==> src/rtl/bresenham_ray.sv <==
// Grid ray walker: traces the Bresenham line from a sensor cell to a hit cell
// in any octant and emits each on-map cell over a valid/ready handshake.
module bresenham_ray #(
  parameter int X_BITS    = 5,
  parameter int Y_BITS    = 4,
  parameter int COORD_W   = 16,
  parameter int MAX_STEPS = 64,
  parameter bit MARK_HIT  = 1'b1
) (
  input  logic                      clock,
  input  logic                      reset,
  input  logic                      start,
  input  logic signed [COORD_W-1:0] x0,
  input  logic signed [COORD_W-1:0] y0,
  input  logic signed [COORD_W-1:0] x1,
  input  logic signed [COORD_W-1:0] y1,
  output logic                      cell_valid,
  input  logic                      cell_ready,
  output logic [X_BITS-1:0]         x_index,
  output logic [Y_BITS-1:0]         y_index,
  output logic                      cell_is_free,
  output logic                      busy,
  output logic                      done,
  output logic                      truncated
);

  localparam int W  = COORD_W + 2;
  localparam int SW = $clog2(MAX_STEPS + 1);
  localparam logic signed [W-1:0] ONE      = W'(1);
  localparam logic [SW-1:0]       STEP_ONE = SW'(1);
  localparam logic [SW-1:0]       STEP_LIM = SW'(MAX_STEPS);

  typedef enum logic [2:0] {IDLE, INIT, WALK, EMIT, FINISH} state_t;

  state_t               state_reg, state_next;
  logic signed [W-1:0]  cur_x_reg, cur_x_next;
  logic signed [W-1:0]  cur_y_reg, cur_y_next;
  logic signed [W-1:0]  end_x_reg, end_x_next;
  logic signed [W-1:0]  end_y_reg, end_y_next;
  logic signed [W-1:0]  dx_reg, dx_next;
  logic signed [W-1:0]  dy_reg, dy_next;
  logic signed [W-1:0]  err_reg, err_next;
  logic                 sx_neg_reg, sx_neg_next;
  logic                 sy_neg_reg, sy_neg_next;
  logic [SW-1:0]        steps_reg, steps_next;
  logic                 trunc_reg, trunc_next;
  logic [X_BITS-1:0]    x_index_reg, x_index_next;
  logic [Y_BITS-1:0]    y_index_reg, y_index_next;
  logic                 free_reg, free_next;

  logic signed [W-1:0]  diff_x, diff_y, abs_dx, abs_dy;
  logic signed [W:0]    e2, dx_w, dy_w;
  logic                 step_x, step_y, last, in_grid, do_adv;
  logic signed [W-1:0]  adv_x, adv_y, adv_err;
  logic [SW-1:0]        steps_inc;

  // While in INIT the current position still holds the start cell.
  assign diff_x = end_x_reg - cur_x_reg;
  assign diff_y = end_y_reg - cur_y_reg;
  assign abs_dx = diff_x[W-1] ? -diff_x : diff_x;
  assign abs_dy = diff_y[W-1] ? -diff_y : diff_y;

  assign e2     = {err_reg, 1'b0};
  assign dx_w   = {dx_reg[W-1], dx_reg};
  assign dy_w   = {dy_reg[W-1], dy_reg};
  assign step_x = (e2 > -dy_w);
  assign step_y = (e2 < dy_w);

  assign adv_x   = step_x ? (sx_neg_reg ? cur_x_reg - ONE : cur_x_reg + ONE) : cur_x_reg;
  assign adv_y   = step_y ? (sy_neg_reg ? cur_y_reg - ONE : cur_y_reg + ONE) : cur_y_reg;
  assign adv_err = err_reg - (step_x ? dy_reg : '0) + (step_y ? dx_reg : '0);
  assign steps_inc = steps_reg + STEP_ONE;

  assign last    = (cur_x_reg == end_x_reg) && (cur_y_reg == end_y_reg);
  assign in_grid = (cur_x_reg[W-1:X_BITS] == '0) && (cur_y_reg[W-1:Y_BITS] == '0);

  always_comb begin
    state_next   = state_reg;
    cur_x_next   = cur_x_reg;
    cur_y_next   = cur_y_reg;
    end_x_next   = end_x_reg;
    end_y_next   = end_y_reg;
    dx_next      = dx_reg;
    dy_next      = dy_reg;
    err_next     = err_reg;
    sx_neg_next  = sx_neg_reg;
    sy_neg_next  = sy_neg_reg;
    steps_next   = steps_reg;
    trunc_next   = trunc_reg;
    x_index_next = x_index_reg;
    y_index_next = y_index_reg;
    free_next    = free_reg;
    do_adv       = 1'b0;

    case (state_reg)
      IDLE: begin
        if (start) begin
          cur_x_next = {{2{x0[COORD_W-1]}}, x0};
          cur_y_next = {{2{y0[COORD_W-1]}}, y0};
          end_x_next = {{2{x1[COORD_W-1]}}, x1};
          end_y_next = {{2{y1[COORD_W-1]}}, y1};
          steps_next = '0;
          trunc_next = 1'b0;
          state_next = INIT;
        end
      end
      INIT: begin
        dx_next     = abs_dx;
        dy_next     = abs_dy;
        sx_neg_next = diff_x[W-1];
        sy_neg_next = diff_y[W-1];
        err_next    = abs_dx - abs_dy;
        steps_next  = '0;
        state_next  = WALK;
      end
      WALK: begin
        if (in_grid && (!last || MARK_HIT)) begin
          x_index_next = cur_x_reg[X_BITS-1:0];
          y_index_next = cur_y_reg[Y_BITS-1:0];
          free_next    = !last;
          state_next   = EMIT;
        end else if (last) begin
          state_next = FINISH;
        end else begin
          do_adv = 1'b1;
        end
      end
      EMIT: begin
        if (cell_ready) begin
          if (last) state_next = FINISH;
          else      do_adv     = 1'b1;
        end
      end
      FINISH: begin
        trunc_next = 1'b0;
        state_next = IDLE;
      end
      default: state_next = IDLE;
    endcase

    // The step budget includes the endpoint, so it only bites before the last cell.
    if (do_adv) begin
      cur_x_next = adv_x;
      cur_y_next = adv_y;
      err_next   = adv_err;
      steps_next = steps_inc;
      if (steps_inc == STEP_LIM) begin
        trunc_next = 1'b1;
        state_next = FINISH;
      end else begin
        state_next = WALK;
      end
    end
  end

  always_ff @(posedge clock or negedge reset) begin
    if (!reset) begin
      state_reg   <= IDLE;
      cur_x_reg   <= '0;
      cur_y_reg   <= '0;
      end_x_reg   <= '0;
      end_y_reg   <= '0;
      dx_reg      <= '0;
      dy_reg      <= '0;
      err_reg     <= '0;
      sx_neg_reg  <= 1'b0;
      sy_neg_reg  <= 1'b0;
      steps_reg   <= '0;
      trunc_reg   <= 1'b0;
      x_index_reg <= '0;
      y_index_reg <= '0;
      free_reg    <= 1'b0;
    end else begin
      state_reg   <= state_next;
      cur_x_reg   <= cur_x_next;
      cur_y_reg   <= cur_y_next;
      end_x_reg   <= end_x_next;
      end_y_reg   <= end_y_next;
      dx_reg      <= dx_next;
      dy_reg      <= dy_next;
      err_reg     <= err_next;
      sx_neg_reg  <= sx_neg_next;
      sy_neg_reg  <= sy_neg_next;
      steps_reg   <= steps_next;
      trunc_reg   <= trunc_next;
      x_index_reg <= x_index_next;
      y_index_reg <= y_index_next;
      free_reg    <= free_next;
    end
  end

  assign cell_valid   = (state_reg == EMIT);
  assign busy         = (state_reg != IDLE);
  assign done         = (state_reg == FINISH);
  assign truncated    = (state_reg == FINISH) && trunc_reg;
  assign x_index      = x_index_reg;
  assign y_index      = y_index_reg;
  assign cell_is_free = free_reg;

endmodule

==> config.mk <==
export PLATFORM = sky130hd
export DESIGN_NAME = bresenham_ray
export DESIGN_NICKNAME = d
export VERILOG_FILES = /design/src/rtl/bresenham_ray.sv
export SDC_FILE = /design/constraint.sdc
export NUM_CORES = 1
export LEC_CHECK = 0
export ABC_AREA = 1
export BUFFER_PORTS_ARGS = -buffer_cell sky130_fd_sc_hd__buf_2
export CAP_MARGIN = 5
export CORE_ASPECT_RATIO = 1.1
export CORE_MARGIN = 2
export CORE_UTILIZATION = 35
export CTS_BUF_LIST = sky130_fd_sc_hd__clkbuf_8
export CTS_CLUSTER_DIAMETER = 40
export DETAILED_ROUTE_END_ITERATION = 10
export PLACE_DENSITY = 0.55
export SLEW_MARGIN = 20
export SYNTH_ARGS = -nofsm -noshare
export SYNTH_HDL_FRONTEND = slang
export SYNTH_SLANG_ARGS = --single-unit
export TNS_END_PERCENT = 20
==> constraint.sdc <==
create_clock -name clock -period 7.7 [get_ports clock]
set_input_delay 0.385 -clock clock [delete_from_list [all_inputs] [get_ports clock]]
set_output_delay 0.385 -clock clock [all_outputs]
set_load 0.005 [all_outputs]
==> results of run 1 <==
-- metal layers --
layer,vias up,wire [um]
li1,6967,-
met1,6345,19910
met2,250,21010
met3,68,1541
met4,4,1530
met5,-,26
-- cells by family (layout without fill, tap and decap cells) --
| kind of cell | Yosys count | count (layout) |
|---|---|---|
| compound gates | 379 | 379 |
| other cells | 0 | 1 |
| xor+xnor | 88 | 88 |
| flops | 145 | 145 |
| mux | 1 | 1 |
| fa+ha+maj | 163 | 163 |
| buf+inv | 345 | 423 |
| simple gates | 977 | 977 |
-- stage by stage --
| step | setup slack (ps) | cell area, um2 | utilization |
|---|---|---|---|
| 6_report | 1115 | 15610 | 0.3876 |
| 5_1_grt | 328.7 | 15610 | 0.3875 |
| 4_1_cts | 1184 | 15610 | 0.3875 |
| 3_5_place_dp | 1259 | 15140 | 0.3759 |
| 3_3_place_gp | 1329 | 15140 | 0.3759 |
| 2_1_floorplan | 2392 | 14310 | - |
-- tightest hold or removal path, delay by kind of cell --
| family | cells | cell delay, ps |
|---|---|---|
| buf+inv | 1 | 70 |
| simple gates | 2 | 90 |
-- layout by cell type (no fill, tap or decap), types with 18 or more instances in the layout --
master | netlist | routed
o21ai_0 | 127 | 127
ha_1 | 141 | 141
xor2_1 | 70 | 70
nor2_1 | 149 | 148
buf_2 | 5 | 80
nor3_1 | 19 | 19
clkbuf_8 | 0 | 22
dfrtp_1 | 145 | 145
nand2_1 | 622 | 621
nand4_1 | 24 | 24
o21ai_1 | 18 | 18
fa_1 | 22 | 22
nand3_1 | 98 | 98
inv_1 | 294 | 294
a21oi_1 | 145 | 145
-- worst paths after layout --
kind	startpoint	to	slack, ps	cells past startpoint
setup reg to reg	dy_reg[0]$_DFFE_PN0P_	err_reg[14]$_DFFE_PN0P_	1110	38
hold reg to reg	end_y_reg[5]$_DFFE_PN0P_	end_y_reg[5]$_DFFE_PN0P_	480	2
min in group asynchronous	reset	cur_y_reg[8]$_DFFE_PN0P_	500	2
max in group asynchronous	reset	dx_reg[13]$_DFFE_PN0P_	5860	3
hold / removal	y1[2]	end_y_reg[2]$_DFFE_PN0P_	70	3
setup / recovery	dy_reg[0]$_DFFE_PN0P_	err_reg[14]$_DFFE_PN0P_	1110	38
-- area by class of cell --
type | count | area share
repair buffers | 88 | 0.02990
diodes | 1 | 0.0001603
inverters | 304 | 0.07343
multi-input cells | 1608 | 0.5937
clock inverters | 9 | 0.009780
clock buffers | 22 | 0.01940
well taps | 513 | 0.04113
flip-flops and latches | 145 | 0.2325
==> reports/metrics.yaml, run 1 <==
synthXorXnorAreaFrac: 0.05438
grt_max_degree: 90
critPathKind: "reg -> reg"
finalWirelength_um: 44020
drt_iter0_markers: 639
syn_nets: 2329
cts_tree: "built"
multiInputGateArea_mm2: 0.009266
synthFlopType: "dfrtp_1"
slew_headroom: 0.3275
drive_above_1_share: 0.08088
synth-simple-area-share: 0.2876
portBuffers: 81
crit_fanout: 16
max_freq_mhz: 151.8
finalSetupViolations: 0
rsz0062_at_grt: "false"
synth-edff-count: 0
synth_mux_area_frac: 0.0007868
synth_area_leaders: "dfrtp_1, nand2_1, ha_1"
synth-adder-area-share: 0.1540
ys_warn_count: 0
hold_viol: 0
htreeDepth: 4
busiest_layer: "met2"
antenna_found_initial: 3
start_kind: "flop"
seqCellArea_mm2: 0.003628
fin_crit_ps: 6585
fin_nets: 2395
grt_use_met1: 0.2694
route.detailed.drc: 0
clock_path_buffers: 2
overflow: 0
syn-cell-area_mm2: 0.01431
yosysSeqAreaShare: 0.2535
clock-sinks: 145
crit_path_end_kind: "flop"
area_growth_pct: 9.048
syn_inst: 2098
die_area_mm2: 0.04253
fin_tns_setup_ps: 0
holdWs_ps: 66.11
slowest_delay_ps: 510
first_global_vias: 13478
synth-seq-cells: 145
root_buffer: "clkbuf_8"
cts_resized: 0
cts_buffers: 17
synth_most_common_cell: "nand2_1"
async_flop_share: 1.000
core_mm2: 0.04027
antenna_left: 0
place.detailed.hpwl_um: 35280
synth_compound_area_frac: 0.1503
cpMaxStageDelayCell: "nand2_1"
ys_top_cells_by_count: "nand2_1, inv_1, nor2_1, a21oi_1, dfrtp_1"
cap_violations: 0
ys_types: 62
initial_core_util: 0.3554
gp_congestion: 0.9107
cp_common_cell: "nand2_1"
nFillCells: 4394
routed_via_density: 5.068
chipHeight_um: 216.1
arrival_ps: 6990
critPathRequiredTime_ps: 8100
path_clk_slew_ps: 90
wl_per_cell_um: 16.36
path_buf_inv: 4
postCtsHoldBufs: 1
skew_ps: 18.36
clock_latency_ps: 510
slew_violations: 0
grt_use_total: 0.2125
status: "finished clean"
cp_top_family: "simple AND/OR/NAND/NOR gates"
dp.cells: 2657
syn_avg_cell_area_um2: 6.822
yosys.area.top_type: "dfrtp_1"
num_vias: 13634
stdcell_count: 2690
met2_usage: 0.3633
synth_top_family_by_area: "simple AND/OR/NAND/NOR gates"
use_met3: 0.02926
die_x_um: 196.8
pin_count: 82
grt_first_pass_wirelength_um: 70900
tightest_slew_ps: 1003
post-cts-setup-buffers: 0
worstHoldPathType: "in -> reg"
min_period_over_period: 0.8553
first_pass_iters: 5
rows: 77
netlist.area_leader.share: 0.2535
Power of run 1 is left out: the tool's default activity adds up to more than one toggle a clock period on the data nets, which glitch-free logic cannot reach.
==> run 2, diff against run 1 <==
PLACE_DENSITY = not set   (was 0.55)
==> reports/metrics.yaml, run 2 (synthesis gave the netlist of run 1 again) <==
cap_violations: 0
finalWirelength_um: 43150
top_layer: "met5"
final_cell_mix: "nand2_1, inv_1, nor2_1, a21oi_1, dfrtp_1"
status: "finished clean"
start_kind: "flop"
fin_tns_setup_ps: 0
nFillCells: 4394
wl_per_cell_um: 16.03
die_area_mm2: 0.04253
skew_ps: 23.54
worstHoldPathType: "in -> reg"
area_growth_pct: 8.987
arrival_ps: 6950
critPathKind: "reg -> reg"
layout_commonest_cell: "nand2_1"
reg2reg_from: "dy_reg[0]$_DFFE_PN0P_"
min_path_cells: 3
grt_first_pass_wirelength_um: 70480
grt_max_degree: 84
cts_buffers: 17
fin_crit_ps: 6541
stdcell_count: 2691
max_freq_mhz: 152.9
clock-sinks: 145
cts_tree: "built"
rows: 77
tightest_slew_ps: 1029
fin_nets: 2395
htreeDepth: 4
place.detailed.hpwl_um: 34830
hp-start: "x1[1]"
cpMaxStageDelayCell: "nand2_1"
crit_path_end_kind: "flop"
routed_via_density: 5.039
die_x_um: 196.8
slew_violations: 0
grt_use_total: 0.2093
wl_met3_um: 1313
route.detailed.drc: 0
cp_common_cell: "nand2_1"
wl_met2_um: 20970
critPathRequiredTime_ps: 8110
rsz0062_at_grt: "false"
first_pass_iters: 5
overflow: 0
num_vias: 13559
post-cts-setup-buffers: 0
portBuffers: 81
min_period_over_period: 0.8494
pin_count: 82
antenna_left: 0
min_to: "end_x_reg[1]$_DFFE_PN0P_"
crit_fanout: 16
path_clk_slew_ps: 100
slew_headroom: 0.3094
slowest_delay_ps: 500
finalSetupViolations: 0
gp_congestion: 0.9382
drt_iter0_markers: 686
cts_resized: 0
rr_endpoint: "err_reg[14]$_DFFE_PN0P_"
initial_core_util: 0.3554
hold_viol: 0
wl_met1_um: 19810
antenna_found_initial: 3
first_global_vias: 13522
clock_path_buffers: 2
clock_latency_ps: 510
drive_above_1_share: 0.08130
dp.cells: 2657
r2r_cells: 38
r2r_setup_slack_ps: 1160
core_mm2: 0.04027
chipHeight_um: 216.1
root_buffer: "clkbuf_8"
-- run 2: what timing repair did --
item | CTS | global route
hold buffers | 1 | 0
endpoints found under the hold margin | 76 | 0
endpoints found under the setup margin | 0 | 0
-- run 2: how the worst max path moves through the flow --
stage / from / endpoint / slack, ps / cells after the start
global route: dy_reg[0]$_DFFE_PN0P_ / err_reg[14]$_DFFE_PN0P_ / 460 / 37
global placement: dy_reg[0]$_DFFE_PN0P_ / err_reg[14]$_DFFE_PN0P_ / 1380 / 38
detailed placement: dy_reg[0]$_DFFE_PN0P_ / err_reg[14]$_DFFE_PN0P_ / 1300 / 38
floorplan: dy_reg[0]$_DFFE_PN0P_ / err_reg[17]$_DFFE_PN0P_ / 2390 / 38
finish: dy_reg[0]$_DFFE_PN0P_ / err_reg[14]$_DFFE_PN0P_ / 1160 / 38
CTS: dy_reg[0]$_DFFE_PN0P_ / err_reg[14]$_DFFE_PN0P_ / 1260 / 38
-- run 2: critical path, delay by kind of cell, from the launching register on --
kind,cells,cell delay (ps)
AND/OR/NAND/NOR,26,3360
adder cells (fa/ha/maj),4,1280
AO/OA/AOI/OAI,4,850
buffers and inverters,4,520
flip-flops,1,420
-- run 2: metrics by stage --
step | instance area (um2) | setup WS [ps] | hold WS (ps) | utilization
final | 15600 | 1159 | 71.23 | 0.3873
after CTS | 15600 | 1262 | 25.48 | 0.3873
after floorplan | 14310 | 2392 | 89.41 | -
after global routing | 15600 | 455.5 | 65.76 | 0.3873
after detailed placement | 15140 | 1300 | 463.5 | 0.3759
after global placement | 15140 | 1384 | 457.5 | 0.3759
-- run 2: final cells by class --
cell class	count	area (um2)	area share
diodes	1	2.502	0.0001604
clock buffers	17	234.0	0.01500
clock inverters	15	215.2	0.01380
inverters	304	1146	0.07347
multi-input cells	1608	9264	0.5939
flip-flops and latches	145	3628	0.2326
well taps	513	641.9	0.04115
repair buffers	88	466.7	0.02992
-- run 2: metal layers --
layer	GRT usage	vias up
li1	-	6962
met1	0.2665	6308
met2	0.3680	229
met3	0.02521	58
met4	0.06692	2
met5	0	-
Power of run 2 is left out for the same reason.
==> run 3, diff against run 2 <==
ABC_AREA = 0   (was 1)
clock period = 5.44 ns   (was 7.7 ns; I/O delays follow)
==> reports/metrics.yaml, run 3 <==
route.detailed.drc: 0
drive_above_1_share: 0.2304
cap_violations: 0
fin_crit_ps: 5528
routed_via_density: 5.205
first_global_vias: 12487
grt_use_total: 0.1973
crit_path_end_kind: "flop"
reg2reg_from: "dy_reg[7]$_DFFE_PN0P_"
stdcell_count: 2352
fin_nets: 2076
place_area_mm2: 0.01565
cp-startpoint: "dy_reg[7]$_DFFE_PN0P_"
rsz0062_at_grt: "true"
yosys.area.top_type: "dfrtp_1"
slew_headroom: 0.3563
core_mm2: 0.03731
status: "finished with violations"
skew_ps: 19.09
overflow: 0
clock_latency_ps: 510
syn_inst: 1561
finalSetupViolations: 5
synth-edff-count: 0
ys_top_cells_by_count: "dfrtp_1, ha_1, inv_1, nand2_1, nor2_1"
nFillCells: 3651
crit_fanout: 5
syn-cell-area_mm2: 0.01333
ys_warn_count: 0
synthFlopType: "dfrtp_1"
place.detailed.hpwl_um: 29590
grt_max_degree: 98
worstHoldPathType: "in -> reg"
syn_avg_cell_area_um2: 8.538
area_growth_pct: 24.95
yosysSeqAreaShare: 0.2722
dp.cells: 2279
netlist.area_leader.share: 0.2722
tightest_slew_ps: 965.5
synth_area_leaders: "dfrtp_1, ha_1, xnor2_1"
synth_most_common_cell: "dfrtp_1"
gp_congestion: 0.9005
critPathKind: "reg -> reg"
layout_commonest_cell: "buf_4"
num_vias: 12242
arrival_ps: 5910
initial_core_util: 0.3572
antenna_left: 0
hold_viol: 0
clock_path_buffers: 2
r2r_setup_slack_ps: -90
crit_end: "err_reg[17]$_DFFE_PN0P_"
async_flop_share: 1.000
final_cell_mix: "buf_4, dfrtp_1, ha_1, nand2_1, inv_1"
min_period_over_period: 1.016
ys_types: 79
die_area_mm2: 0.03966
wl_per_cell_um: 16.11
stdcell_area_mm2: 0.01665
fin_ws_ps: -88.44
cts_buffers: 17
root_buffer: "clkbuf_8"
start_kind: "flop"
finalWirelength_um: 37900
pin_count: 82
rows: 74
rr_endpoint: "err_reg[17]$_DFFE_PN0P_"
r2r_cells: 26
path_clk_slew_ps: 80
syn_nets: 1792
violations: "setup timing"
chipHeight_um: 208.7
die_x_um: 190.1
grt_first_pass_wirelength_um: 62770
diodes: 0
critPathRequiredTime_ps: 5830
portBuffers: 81
synth-seq-cells: 145
drt_iter0_markers: 611
cts_tree: "built"
slew_violations: 0
htreeDepth: 4
antenna_found_initial: 0
first_pass_iters: 7
max_freq_mhz: 180.9
clock-sinks: 145
## run 3: cell types whose count changed after synthesis, moves of 38 or more
cell / delta
xnor2_1: +59
inv_1: -155
mux2_2: +56
nand2_1: -483
o21ai_0: -44
nand3_1: -67
a21oi_1: -38
## run 3: layout make-up
class,count,area [um2],share of cell area
clock inverter,15,172.7,0.01037
tap,494,618.1,0.03711
multi-input combinational,1233,9268,0.5565
timing repair buffer,309,2211,0.1328
inverter,139,521.8,0.03133
sequential,145,3628,0.2179
clock buffer,17,234.0,0.01405
## run 3: routing by layer
layer	wire length [um]	track usage	share of wire	vias to the layer above
li1	-	-	-	6125
met1	17150	0.2521	0.45	5813
met2	18440	0.3424	0.49	253
met3	1363	0.02267	0.036	51
met4	938	0.07003	0.025	0
met5	0	0	0	-
## run 3: worst max-delay path: stages (launching register included)
cell and delay (ps):
dfrtp_1 400, inv_2 70, nand3_2 90, or3_4 340
or3_4 390, nor3_4 130, xnor2_1 90, ha_1 300
nand4_1 180, nor2_4 190, a21boi_4 230, nor4_4 70
a221oi_4 340, and2_4 220, fa_2 460, inv_2 90
ha_4 190, a21o_1 180, a21oi_2 170, o211a_1 230
a21oi_4 80, a21oi_2 180, a21o_1 160, a21oi_2 60
a31oi_1 180, xnor2_1 80, a221o_1 290
## run 3: stage by stage
step | TNS, ps | hold WS (ps) | utilization | setup slack [ps]
after floorplan | -15.88 | -23.59 | - | -15.88
after global placement | -1573 | 454.8 | 0.4193 | -327.8
after detailed placement | -2757 | 455.9 | 0.4193 | -460.1
after CTS | -388.5 | 0.04924 | 0.4438 | -150.5
after global routing | -2214 | 22.36 | 0.4463 | -361.4
final | -260.1 | 34.86 | 0.4463 | -88.44
## run 3: how the worst min path moves through the flow
| stage | start | endpoint | slack (ps) | cells past startpoint |
|---|---|---|---|---|
| finish | y1[8] | end_y_reg[8]$_DFFE_PN0P_ | 30 | 2 |
| floorplan | reset | cell_is_free$_DFFE_PN0P_ | -20 | 0 |
| CTS | y1[8] | end_y_reg[8]$_DFFE_PN0P_ | 0.05 | 2 |
| global route | y1[8] | end_y_reg[8]$_DFFE_PN0P_ | 20 | 2 |
| global placement | trunc_reg$_DFF_PN0_ | trunc_reg$_DFF_PN0_ | 450 | 2 |
| detailed placement | reset | cur_x_reg[4]$_DFFE_PN0P_ | 460 | 1 |
## run 3: kinds of logic (layout without fill, tap and decap cells)
logic type                 Yosys count  count (layout)  synth area share
and+or+nand+nor                    497             497            0.1847
AOI/OAI and AO/OA                  381             381            0.1867
buffers and inverters              183             480           0.05201
adders and majority gates          163             163            0.1654
DFF                                145             145            0.2722
xor gates and xnor gates           124             124           0.08252
muxes                               68              68           0.05642
## run 3: repair_timing
| item | CTS | global route |
|---|---|---|
| pin swaps | 22 | 12 |
| setup endpoints to repair | 10 | 10 |
| endpoints found under the hold margin | 130 | 0 |
| resized for setup | 32 | 20 |
| buffers inserted | 5 | 2 |
| hold buffers | 35 | 0 |
Power of run 3 is left out for the same reason.
